$ cat src/rtl/hazard_pkg.sv
// hazard_pkg: shared types and constants for the pipeline hazard controller.
//   fwd_sel_e  : EX operand source select (register file, MEM ALU result, WB data)
//   hz_state_e : controller FSM state
//   REG_ZERO   : hard-wired zero register index (never a real producer)
//   fwd_pick() : MEM-over-WB forwarding priority
// Optional feature macro: HAZARD_FORWARD_EN (see hazard_ctrl.sv).
package hazard_pkg;

  typedef enum logic [1:0] {
    FWD_NONE = 2'b00,
    FWD_MEM  = 2'b01,
    FWD_WB   = 2'b10
  } fwd_sel_e;

  typedef enum logic [1:0] {
    RUN      = 2'b00,
    MEM_WAIT = 2'b01,
    HALT     = 2'b10
  } hz_state_e;

  localparam int REG_ZERO = 0;
  localparam int NUM_SRC  = 2;  // rs1, rs2

  // The MEM result is younger than the WB result, so it wins when both match.
  function automatic fwd_sel_e fwd_pick(input logic mem_hit, input logic wb_hit);
    if (mem_hit) return FWD_MEM;
    if (wb_hit)  return FWD_WB;
    return FWD_NONE;
  endfunction

endpackage

$ cat src/rtl/hazard_ctrl_if.sv
// hazard_ctrl_if: bundle between the pipeline/decoder and the hazard controller.
//   ID slot info  : id_valid, id_insn_vld, id_rs*_addr/used, id_rd_addr, id_rd_wren, id_is_load
//   EX redirect   : ex_pc_sel
//   LSU handshake : mem_lsu_req, mem_lsu_ready
//   Controls out  : stall_*, flush_*, fwd_a_sel/fwd_b_sel, halt
// master = pipeline side, slave = hazard_ctrl.
interface hazard_ctrl_if #(
  parameter int REG_AW = 5
);
  logic              id_valid;
  logic              id_insn_vld;
  logic [REG_AW-1:0] id_rs1_addr;
  logic [REG_AW-1:0] id_rs2_addr;
  logic              id_rs1_used;
  logic              id_rs2_used;
  logic [REG_AW-1:0] id_rd_addr;
  logic              id_rd_wren;
  logic              id_is_load;
  logic              ex_pc_sel;
  logic              mem_lsu_req;
  logic              mem_lsu_ready;

  logic              stall_pc;
  logic              stall_if_id;
  logic              stall_id_ex;
  logic              stall_ex_mem;
  logic              stall_mem_wb;
  logic              flush_if_id;
  logic              flush_id_ex;
  logic [1:0]        fwd_a_sel;
  logic [1:0]        fwd_b_sel;
  logic              halt;

  modport master (
    output id_valid, id_insn_vld, id_rs1_addr, id_rs2_addr, id_rs1_used, id_rs2_used,
           id_rd_addr, id_rd_wren, id_is_load, ex_pc_sel, mem_lsu_req, mem_lsu_ready,
    input  stall_pc, stall_if_id, stall_id_ex, stall_ex_mem, stall_mem_wb,
           flush_if_id, flush_id_ex, fwd_a_sel, fwd_b_sel, halt
  );

  modport slave (
    input  id_valid, id_insn_vld, id_rs1_addr, id_rs2_addr, id_rs1_used, id_rs2_used,
           id_rd_addr, id_rd_wren, id_is_load, ex_pc_sel, mem_lsu_req, mem_lsu_ready,
    output stall_pc, stall_if_id, stall_id_ex, stall_ex_mem, stall_mem_wb,
           flush_if_id, flush_id_ex, fwd_a_sel, fwd_b_sel, halt
  );

endinterface

$ cat src/rtl/hazard_match.sv
// hazard_match: one source-vs-destination comparator.
//   addr/used : consumer source register and whether it is actually read
//   rd/wren   : producer destination and write enable
//   match     : producer result is needed by the consumer (x0 never matches)
module hazard_match
  import hazard_pkg::*;
#(
  parameter int REG_AW = 5
) (
  input  logic [REG_AW-1:0] addr,
  input  logic              used,
  input  logic [REG_AW-1:0] rd,
  input  logic              wren,
  output logic              match
);

  assign match = used & wren & (rd != REG_AW'(REG_ZERO)) & (addr == rd);

endmodule

$ cat src/rtl/hazard_ctrl.sv
// hazard_ctrl: stall/flush/forward control for the 5-stage RV32I pipeline.
//   i_clk, i_rst_n : clock, asynchronous active-low reset
//   hz (slave)     : decoder/ID info, EX redirect, LSU handshake in;
//                    stall/flush strobes, EX forwarding selects, halt out
// Keeps a shadow of register-use metadata for EX/MEM/WB that moves under the
// same stall/flush strobes it drives, so it always mirrors the real pipeline.
// Build option HAZARD_FORWARD_EN: forwarding on, only load-use stalls.
// Without it the fwd selects are tied to register file and any EX/MEM/WB
// producer of an ID source stalls the front end until it has written back.
module hazard_ctrl
  import hazard_pkg::*;
#(
  parameter int REG_AW = 5
) (
  input logic          i_clk,
  input logic          i_rst_n,
  hazard_ctrl_if.slave hz
);

  localparam int NUM_STG = 3;  // shadow slots: [0]=EX [1]=MEM [2]=WB
`ifdef HAZARD_FORWARD_EN
  localparam int ID_STG = 1;   // MEM/WB producers are forwarded, only EX can block
`else
  localparam int ID_STG = NUM_STG;
`endif

  // Shadow state
  logic                            ex_valid;
  logic                            ex_illegal;
  logic [NUM_STG-1:0][REG_AW-1:0]  stg_rd;
  logic [NUM_STG-1:0]              stg_wren;
`ifdef HAZARD_FORWARD_EN
  logic                            ex_load;
  logic [NUM_SRC-1:0][REG_AW-1:0]  ex_rs;
  logic [NUM_SRC-1:0]              ex_used;
  logic [NUM_SRC-1:0][1:0]         ex_hit;  // [src][0=MEM,1=WB]
  fwd_sel_e                        fwd_a;
  fwd_sel_e                        fwd_b;
`endif

  hz_state_e                       state_q, state_d;

  logic [NUM_SRC-1:0][REG_AW-1:0]  id_rs;
  logic [NUM_SRC-1:0]              id_used;
  logic [NUM_SRC-1:0][ID_STG-1:0]  id_hit;

  logic data_hz, lsu_wait, ex_bad;
  logic stall_all, stall_front, flush_if, flush_ex, halt_w;

  // ID source comparators (bubbles never read anything)
  assign id_rs   = {hz.id_rs2_addr, hz.id_rs1_addr};
  assign id_used = {hz.id_rs2_used, hz.id_rs1_used} & {NUM_SRC{hz.id_valid}};

  for (genvar s = 0; s < NUM_SRC; s++) begin : g_id_src
    for (genvar k = 0; k < ID_STG; k++) begin : g_id_stg
      hazard_match #(.REG_AW(REG_AW)) u_match (
        .addr  (id_rs[s]),
        .used  (id_used[s]),
        .rd    (stg_rd[k]),
        .wren  (stg_wren[k]),
        .match (id_hit[s][k])
      );
    end
  end

`ifdef HAZARD_FORWARD_EN
  // Load data only exists after MEM, so an EX-slot load cannot be forwarded.
  assign data_hz = (|id_hit) & ex_load;

  // EX operand comparators against MEM and WB, decoded from shadow only.
  for (genvar s = 0; s < NUM_SRC; s++) begin : g_ex_src
    for (genvar k = 0; k < 2; k++) begin : g_ex_stg
      hazard_match #(.REG_AW(REG_AW)) u_match (
        .addr  (ex_rs[s]),
        .used  (ex_used[s]),
        .rd    (stg_rd[k+1]),
        .wren  (stg_wren[k+1]),
        .match (ex_hit[s][k])
      );
    end
  end

  assign fwd_a = fwd_pick(ex_hit[0][0], ex_hit[0][1]);
  assign fwd_b = fwd_pick(ex_hit[1][0], ex_hit[1][1]);
`else
  assign data_hz = |id_hit;
`endif

  assign lsu_wait = hz.mem_lsu_req & ~hz.mem_lsu_ready;
  assign ex_bad   = ex_valid & ex_illegal;

  // FSM next state and control decode
  always_comb begin
    state_d     = state_q;
    stall_all   = 1'b0;
    stall_front = 1'b0;
    flush_if    = 1'b0;
    flush_ex    = 1'b0;
    halt_w      = 1'b0;

    case (state_q)
      RUN:      if (lsu_wait) state_d = MEM_WAIT;
      MEM_WAIT: if (hz.mem_lsu_ready) state_d = RUN;
      HALT:     state_d = HALT;
      default:  state_d = RUN;
    endcase
    if ((state_q != HALT) && ex_bad) state_d = HALT;

    // halt is raised while the illegal op is in EX, one cycle before HALT registers
    if ((state_q == HALT) || ex_bad) begin
      halt_w    = 1'b1;
      stall_all = 1'b1;
    end else if (lsu_wait) begin
      // freezes EX too, so a pending redirect is replayed once the LSU is done
      stall_all = 1'b1;
    end else if (hz.ex_pc_sel) begin
      // the ID instruction is on the wrong path; its hazard is moot
      flush_if = 1'b1;
      flush_ex = 1'b1;
    end else if (data_hz) begin
      stall_front = 1'b1;
      flush_ex    = 1'b1;
    end
  end

  // Outputs forced quiet while reset is held, regardless of live inputs.
  always_comb begin
    hz.stall_pc     = 1'b0;
    hz.stall_if_id  = 1'b0;
    hz.stall_id_ex  = 1'b0;
    hz.stall_ex_mem = 1'b0;
    hz.stall_mem_wb = 1'b0;
    hz.flush_if_id  = 1'b0;
    hz.flush_id_ex  = 1'b0;
    hz.fwd_a_sel    = FWD_NONE;
    hz.fwd_b_sel    = FWD_NONE;
    hz.halt         = 1'b0;
    if (i_rst_n) begin
      hz.stall_pc     = stall_all | stall_front;
      hz.stall_if_id  = stall_all | stall_front;
      hz.stall_id_ex  = stall_all;
      hz.stall_ex_mem = stall_all;
      hz.stall_mem_wb = stall_all;
      hz.flush_if_id  = flush_if;
      hz.flush_id_ex  = flush_ex;
      hz.halt         = halt_w;
`ifdef HAZARD_FORWARD_EN
      hz.fwd_a_sel    = fwd_a;
      hz.fwd_b_sel    = fwd_b;
`endif
    end
  end

  always_ff @(posedge i_clk or negedge i_rst_n) begin
    if (!i_rst_n) state_q <= RUN;
    else          state_q <= state_d;
  end

  // Shadow pipeline; every stall strobe freezes all three slots together.
  always_ff @(posedge i_clk or negedge i_rst_n) begin
    if (!i_rst_n) begin
      ex_valid   <= 1'b0;
      ex_illegal <= 1'b0;
      stg_rd     <= '0;
      stg_wren   <= '0;
`ifdef HAZARD_FORWARD_EN
      ex_load    <= 1'b0;
      ex_rs      <= '0;
      ex_used    <= '0;
`endif
    end else if (!stall_all) begin
      stg_rd[0] <= hz.id_rd_addr;
      if (flush_ex) begin
        ex_valid    <= 1'b0;
        ex_illegal  <= 1'b0;
        stg_wren[0] <= 1'b0;
      end else begin
        ex_valid    <= hz.id_valid;
        ex_illegal  <= hz.id_valid & ~hz.id_insn_vld;
        stg_wren[0] <= hz.id_valid & hz.id_insn_vld & hz.id_rd_wren;
      end
`ifdef HAZARD_FORWARD_EN
      ex_rs   <= id_rs;
      ex_used <= flush_ex ? '0 : id_used;
      ex_load <= ~flush_ex & hz.id_is_load;
`endif
      stg_rd[2:1]   <= stg_rd[1:0];
      stg_wren[2:1] <= stg_wren[1:0];
    end
  end

endmodule

$ cat src/flat_wrapper.sv
// flat-port wrapper written by rule: the top's interface ports become plain ports
module hazard_ctrl_flat import hazard_pkg::*;
#(
  parameter int REG_AW = 5
)
  (i_clk, i_rst_n, hz_id_valid, hz_id_insn_vld, hz_id_rs1_addr, hz_id_rs2_addr, hz_id_rs1_used, hz_id_rs2_used, hz_id_rd_addr, hz_id_rd_wren, hz_id_is_load, hz_ex_pc_sel, hz_mem_lsu_req, hz_mem_lsu_ready, hz_stall_pc, hz_stall_if_id, hz_stall_id_ex, hz_stall_ex_mem, hz_stall_mem_wb, hz_flush_if_id, hz_flush_id_ex, hz_fwd_a_sel, hz_fwd_b_sel, hz_halt);
  hazard_ctrl_if #(.REG_AW(REG_AW)) hz_i ();
  input logic i_clk;
  input logic i_rst_n;
  input wire logic [$bits(hz_i.id_valid)-1:0] hz_id_valid;
  input wire logic [$bits(hz_i.id_insn_vld)-1:0] hz_id_insn_vld;
  input wire logic [$bits(hz_i.id_rs1_addr)-1:0] hz_id_rs1_addr;
  input wire logic [$bits(hz_i.id_rs2_addr)-1:0] hz_id_rs2_addr;
  input wire logic [$bits(hz_i.id_rs1_used)-1:0] hz_id_rs1_used;
  input wire logic [$bits(hz_i.id_rs2_used)-1:0] hz_id_rs2_used;
  input wire logic [$bits(hz_i.id_rd_addr)-1:0] hz_id_rd_addr;
  input wire logic [$bits(hz_i.id_rd_wren)-1:0] hz_id_rd_wren;
  input wire logic [$bits(hz_i.id_is_load)-1:0] hz_id_is_load;
  input wire logic [$bits(hz_i.ex_pc_sel)-1:0] hz_ex_pc_sel;
  input wire logic [$bits(hz_i.mem_lsu_req)-1:0] hz_mem_lsu_req;
  input wire logic [$bits(hz_i.mem_lsu_ready)-1:0] hz_mem_lsu_ready;
  output wire logic [$bits(hz_i.stall_pc)-1:0] hz_stall_pc;
  output wire logic [$bits(hz_i.stall_if_id)-1:0] hz_stall_if_id;
  output wire logic [$bits(hz_i.stall_id_ex)-1:0] hz_stall_id_ex;
  output wire logic [$bits(hz_i.stall_ex_mem)-1:0] hz_stall_ex_mem;
  output wire logic [$bits(hz_i.stall_mem_wb)-1:0] hz_stall_mem_wb;
  output wire logic [$bits(hz_i.flush_if_id)-1:0] hz_flush_if_id;
  output wire logic [$bits(hz_i.flush_id_ex)-1:0] hz_flush_id_ex;
  output wire logic [$bits(hz_i.fwd_a_sel)-1:0] hz_fwd_a_sel;
  output wire logic [$bits(hz_i.fwd_b_sel)-1:0] hz_fwd_b_sel;
  output wire logic [$bits(hz_i.halt)-1:0] hz_halt;
  assign hz_i.id_valid = hz_id_valid;
  assign hz_i.id_insn_vld = hz_id_insn_vld;
  assign hz_i.id_rs1_addr = hz_id_rs1_addr;
  assign hz_i.id_rs2_addr = hz_id_rs2_addr;
  assign hz_i.id_rs1_used = hz_id_rs1_used;
  assign hz_i.id_rs2_used = hz_id_rs2_used;
  assign hz_i.id_rd_addr = hz_id_rd_addr;
  assign hz_i.id_rd_wren = hz_id_rd_wren;
  assign hz_i.id_is_load = hz_id_is_load;
  assign hz_i.ex_pc_sel = hz_ex_pc_sel;
  assign hz_i.mem_lsu_req = hz_mem_lsu_req;
  assign hz_i.mem_lsu_ready = hz_mem_lsu_ready;
  assign hz_stall_pc = hz_i.stall_pc;
  assign hz_stall_if_id = hz_i.stall_if_id;
  assign hz_stall_id_ex = hz_i.stall_id_ex;
  assign hz_stall_ex_mem = hz_i.stall_ex_mem;
  assign hz_stall_mem_wb = hz_i.stall_mem_wb;
  assign hz_flush_if_id = hz_i.flush_if_id;
  assign hz_flush_id_ex = hz_i.flush_id_ex;
  assign hz_fwd_a_sel = hz_i.fwd_a_sel;
  assign hz_fwd_b_sel = hz_i.fwd_b_sel;
  assign hz_halt = hz_i.halt;
  hazard_ctrl #(.REG_AW(REG_AW)) u_core (.i_clk(i_clk), .i_rst_n(i_rst_n), .hz(hz_i));
endmodule
$ cat config.mk
export PLATFORM = sky130hd
export DESIGN_NAME = hazard_ctrl_flat
export DESIGN_NICKNAME = d
export VERILOG_FILES = /design/src/rtl/hazard_pkg.sv /design/src/rtl/hazard_ctrl_if.sv /design/src/rtl/hazard_match.sv /design/src/rtl/hazard_ctrl.sv /design/src/flat_wrapper.sv
export SDC_FILE = /design/constraint.sdc
export NUM_CORES = 1
export LEC_CHECK = 0
export ABC_AREA = 1
export CELL_PAD_IN_SITES_DETAIL_PLACEMENT = 1
export CELL_PAD_IN_SITES_GLOBAL_PLACEMENT = 1
export CORE_ASPECT_RATIO = 0.5
export CORE_MARGIN = 2
export CORE_UTILIZATION = 34
export DETAILED_ROUTE_END_ITERATION = 8
export PLACE_DENSITY = 0.88
export SYNTH_ARGS = -nofsm -noshare
export SYNTH_HDL_FRONTEND = slang
export SYNTH_HIERARCHICAL = 1
export SYNTH_SLANG_ARGS = --single-unit
$ cat constraint.sdc
create_clock -name i_clk -period 1.56 [get_ports i_clk]
set_clock_uncertainty 0.1 [all_clocks]
set_input_delay 0.156 -clock i_clk [delete_from_list [all_inputs] [get_ports i_clk]]
set_output_delay 0.156 -clock i_clk [all_outputs]
set_load 0.02 [all_outputs]
Yosys cells after proc, flatten, opt, wreduce, memory -nomap -nowiden
Index checks and enable logic that the tools add are counted.
- bits in registers: 22
- bits of input ports: 26
- output and inout port bits: 12
- word-level logic and storage cells: 78
- equal/unequal tests: 11
- muxes and demuxes: 25
- bitwise gates (word level): 27
- reduce and logical (&&, ||, !) cells: 8
- operator list (cell ; number):
    equality test 5 bit ; 6
    bitwise AND 1 bit ; 23
    2-to-1 mux 1 bit ; 21
    nonzero test 5 bit ; 3
    2-to-1 mux 2 bit ; 3
    one-hot mux 2 bit (3 select lines) ; 1
    OR reduction 6 bit ; 1
    != test 3 x 1 -> 1 bit, second input constant ; 1
    != test 3 x 2 -> 1 bit, second input constant ; 1
    bitwise AND 2 bit ; 1
    equality test 2 x 1 -> 1 bit, second input constant ; 1
    equality test 2 bit, second input constant ; 1
    logical NOT 2 bit ; 1
    != test 2 bit, second input constant ; 1
    NOT 1 bit ; 2
    AND reduction 2 bit ; 1
    logical AND 1 bit ; 1
    logical OR 1 bit ; 1
    bitwise OR 1 bit ; 1

Longest topological paths before layout
Gate-level depths: netlist (run 1).
- depth in word-level cells: 11
- depth in mapped cells: 11
- mapped depth without buffers: 11

Hierarchy
Netlist (run 1), hierarchy kept.
- by module, submodules not included (module ; times used ; cells each ; area an instance (µm²) ; sequential area each (µm²)):
    hazard_ctrl ; 1 ; 126 ; 1066.0 ; 550.5
    hazard_match ; 6 ; 32 ; 123.9 ; 0.0

Worst setup path before layout (run 1)
Ideal clock, no wire load.
- kind: register -> output
- from: register u_core/stg_rd[3] (netlist name)
- to: output hz_flush_id_ex
- arrival: 1440 ps
- required time: 1304 ps
- path slack: -136 ps
- stages on the path, launching flop included: 11
- path buffers: 0
- cells stage by stage: dfrtp_1 > inv_1 > nand2_1 > nand2_1 > nor2_1 > nand3_1 > nor2_1 > nor2_1 > nand3_1 > nor2_1 > nor3_1
- RTL lines (element ; RTL line ; RTL):
    start, declared ; hazard_ctrl.sv:30 ; logic [NUM_STG-1:0][REG_AW-1:0] stg_rd;
    end, declared ; flat_wrapper.sv:28 ; output wire logic [$bits(hz_i.flush_id_ex)-1:0] hz_flush_id_ex;

==> results list, run 1 <==
* Outcome: finished, violations left
- Failing checks: negative setup slack
- The number of antenna diodes in the final layout is 0.
* Seq pwr share: 38.6%
* Count of mapped cells out of synthesis: 318
- Min-Delay Path Class: input pin to async pin
- The floorplan step defined a die boundary enclosing 5956 sq um.
* Clock Tree Buf Depth: 2
- Cell internal power was estimated by the tool at 1454 uW.
- Worst reg2reg setup slack: -490 ps
- Maximum frequency from static timing analysis: 478.6 MHz
* Top cells by instance count after synthesis: nand2_1, inv_1, nor2_1
- Setup violators final: 6
* Core region area: 5022 sq um
* Clock buffers created by TritonCTS: 3
* P per Cell Area: 958.4 nW/um^2
* Minimum period implied by the final worst setup slack: 2090 ps
- Fraction of the yosys area taken by sequential cells: 30.43%
* CTS sink count: 22
* Routability congestion estimate: 0.9511
- Measured along the y axis, the die boundary spans 55.58 um.
- The area growth from synthesis to layout is 37.90%.
* Routed wire length per instance: 13.23 um
* Top Ports: 38
* GR Util All Layers: 20.89%
- For this run, design rule violations remaining after detail routing come to 0.
- The final layout contains routed wiring with a total length of 5875 um.
- Number of antenna-violating nets in the routed design: 0
* Initial standard-cell utilization of the core: 36.02%
- Worst-skew pair later-pin latency: 270 ps
* Via count of the first global-routing pass: 2069
* Global-route wire length before repair: 9908 um
- In this run the static leakage power is 0.001524 uW.
- Entering global routing, the biggest net connects 21 pins.
- Worst Path Arrival: 1830 ps
* Antenna violations before repair: 0
* Share of final-layout standard cells stronger than drive strength 1: 20.05%
- The worst setup path is of the flop to output port kind.
- Crit. End Element: output port
- Number of pins with negative max-slew slack in the final report: 0
* Post-synthesis register bit count: 22
- Before CTS, the worst setup slack after placement is -1024 ps.
- In this run the worst path has a maximum fanout of 7.
- The worst register-to-register path begins at u_core/stg_rd[7]$_DFFE_PN0P_.
- During placement, the flow inserted port buffers numbering 32.
* Maxcap violations: 0
- Setup repair after global routing could not meet its margin everywhere.
- RR Endpoint: u_core/stg_wren[0]$_DFFE_PN0P_
- Counting distinct cell types in the post-synthesis netlist gives 18.
- Number of enable-type register cells in the synthesized netlist: 0
* Synth async-reset ratio: 100.0%
- In this run the mean area of a mapped cell was 5.689 sq um.
- The top cell type by area accounts for 30.43% of the synthesized area.
* Launch point of the critical path: u_core/stg_rd[7]$_DFFE_PN0P_
* Die span in x: 107.2 um
* HPWL Detailed: 4508 um
- Critical Path Start Type: flop
- nand2_1 is the most common cell in the netlist.
- Row generation in the floorplan step produced 18 rows.
- For this block, the initial DRC count from the detailed router was 78.
- Via/cell ratio: 4.507
- Number of cells on the worst reg-to-reg path: 13
* Detailed-route via count: 2001
- The worst-case IR drop observed on VDD is 0.5719 mV.
* Post-Synthesis Cell Area: 1809 sq um
- The Yosys step of the flow raised 6 warnings.
- Power spent charging and discharging nets: 936.7 uW
* PnR worst setup slack: -529.6 ps
- The clock network is responsible for 22.6% of the overall power.
* Top FF cell, synth: dfrtp_1
* Aggregate global routing overflow: 0
- In the final timing run, aggregate negative setup slack is -2949 ps.
- Clock root cell: clkbuf_8
* Max H-tree Level: 1
- The number of hold-slack violations in the final timing report is 0.
* TritonCTS clock tree: built
- The net count of the finished layout is 401.
* Worst hold slack after final layout: 145.8 ps
- Per report_power, the combinational group accounts for 38.8% of the total.
- Required time of the critical path: 1300 ps
- Switch share: 39.17%
- Before antenna repair, the detailed router went through 4 iterations.
- After clock tree synthesis, the clock-pin slew on the worst setup and hold paths is 90 ps.
- The final critical path takes up 133.9% of the cycle.
- Largest area contributor in the netlist: dfrtp_1
- By area the synthesized netlist is led by dfrtp_1, nand2_1, inv_1.
[layer usage]
metal	vias to the layer above	GRT usage [%]	share of wire (%)
met4	0	4.638	0.65
met1	947	27.64	47
li1	1014	-	-
met3	4	1.756	2.7
met2	36	37.25	49
met5	-	0	0
[what timing repair did]
action                     in CTS  in global routing
resized for setup              54                 25
hold buffers                    0                  0
hold endpoints to repair        0                  0
pin swaps                       7                  6
buffers inserted                4                  4
setup endpoints to repair      11                 11
[logic make-up after synthesis]
logic type | after synthesis | synth area share, %
simple gates | 204 | 46.89
buf+inv | 81 | 19.71
flops | 22 | 30.43
compound gates | 10 | 2.766
other cells | 1 | 0.2073
[area by class of cell]
| class | count | area, sq um |
|---|---|---|
| well taps | 70 | 87.58 |
| fillers | 688 | 2527 |
| multi-input cells | 218 | 955.9 |
| inverters | 70 | 262.8 |
| flip-flops and latches | 22 | 563.0 |
| repair buffers | 60 | 554.3 |
| clock inverters | 1 | 30.03 |
| clock buffers | 3 | 41.29 |
[power groups by stage]
stage          combinational [uW]  clock [uW]  sequential (uW)
2_1_floorplan                 549           0              821
3_3_place_gp                  827           0              902
3_5_place_dp                  879           0              909
4_1_cts                       900         548              908
5_1_grt                      1060         569              940
6_report                      928         541              922
[cell usage in the layout (no fill, tap or decap), types with 2 or more instances in the layout]
master | Yosys | routed
nor2_4 | 2 | 3
nor2_1 | 36 | 34
nand2_4 | 3 | 3
conb_1 | 1 | 4
nand3_2 | 0 | 3
inv_2 | 2 | 8
nand2_1 | 142 | 140
buf_2 | 0 | 2
a21oi_1 | 8 | 6
buf_6 | 3 | 7
buf_4 | 8 | 26
clkbuf_8 | 0 | 3
inv_1 | 68 | 62
dfrtp_2 | 0 | 10
clkdlybuf4s50_1 | 0 | 17
dlygate4sd2_1 | 0 | 2
dfrtp_1 | 22 | 12
nor3_2 | 1 | 2
nand3_1 | 17 | 14
a21oi_2 | 0 | 2
nand2_2 | 0 | 2
dlymetal6s2s_1 | 0 | 5
[registers in the layout, indices dropped and copies added (netlist names)]
| register | count |
|---|---|
| u_core/ex_valid | 1 |
| u_core/stg_rd | 15 |
| u_core/stg_wren | 3 |
| u_core/ex_illegal | 1 |
| u_core/state_q | 2 |
[metrics by stage]
step	area [sq um]	std cells	power (uW)	util, %
after global routing	2495	444	2569	49.68
after CTS	2432	442	2356	48.43
after floorplan	1828	321	1370	-
after global placement	2320	434	1729	46.19
after detailed placement	2320	434	1788	46.19
final	2495	444	2391	49.68
[worst max-delay path by stage]
stage,endpoint,slack (ps),cells past startpoint
after floorplan,hz_stall_pc,6,9
after global placement,hz_flush_id_ex,-950,12
after detailed placement,hz_flush_id_ex,-1020,12
after CTS,hz_flush_id_ex,-490,9
after global routing,hz_flush_id_ex,-620,9
final,hz_flush_id_ex,-530,9
[critical path, cell delays in order, from the launching register on]
cell,delay (ps)
dfrtp_2,490
nor2_1,120
nand3_1,70
a21oi_1,120
nor2_1,60
nor2_1,150
nand3_2,180
nor2_4,150
nor3_2,50
buf_4,150
Note: power is estimated with default switching activity, not from simulation.
==> run 2, diff against run 1 <==
--- a/config.mk
+++ b/config.mk
@@ -11,6 +11,7 @@
 export CORE_ASPECT_RATIO = 0.5
 export CORE_MARGIN = 2
 export CORE_UTILIZATION = 34
+export CTS_CLUSTER_SIZE = 30
 export DETAILED_ROUTE_END_ITERATION = 8
 export PLACE_DENSITY = 0.88
 export SYNTH_ARGS = -nofsm -noshare
==> results of run 2 <==
Final layout, timing and power as in run 1 (identical DEF).
==> run 3, diff against run 2 <==
--- a/config.mk
+++ b/config.mk
@@ -14,6 +14,7 @@
 export CTS_CLUSTER_SIZE = 30
 export DETAILED_ROUTE_END_ITERATION = 8
 export PLACE_DENSITY = 0.88
+export SLEW_MARGIN = 20
 export SYNTH_ARGS = -nofsm -noshare
 export SYNTH_HDL_FRONTEND = slang
 export SYNTH_HIERARCHICAL = 1
==> results of run 3 <==
Final layout, timing and power as in run 1 (identical DEF).
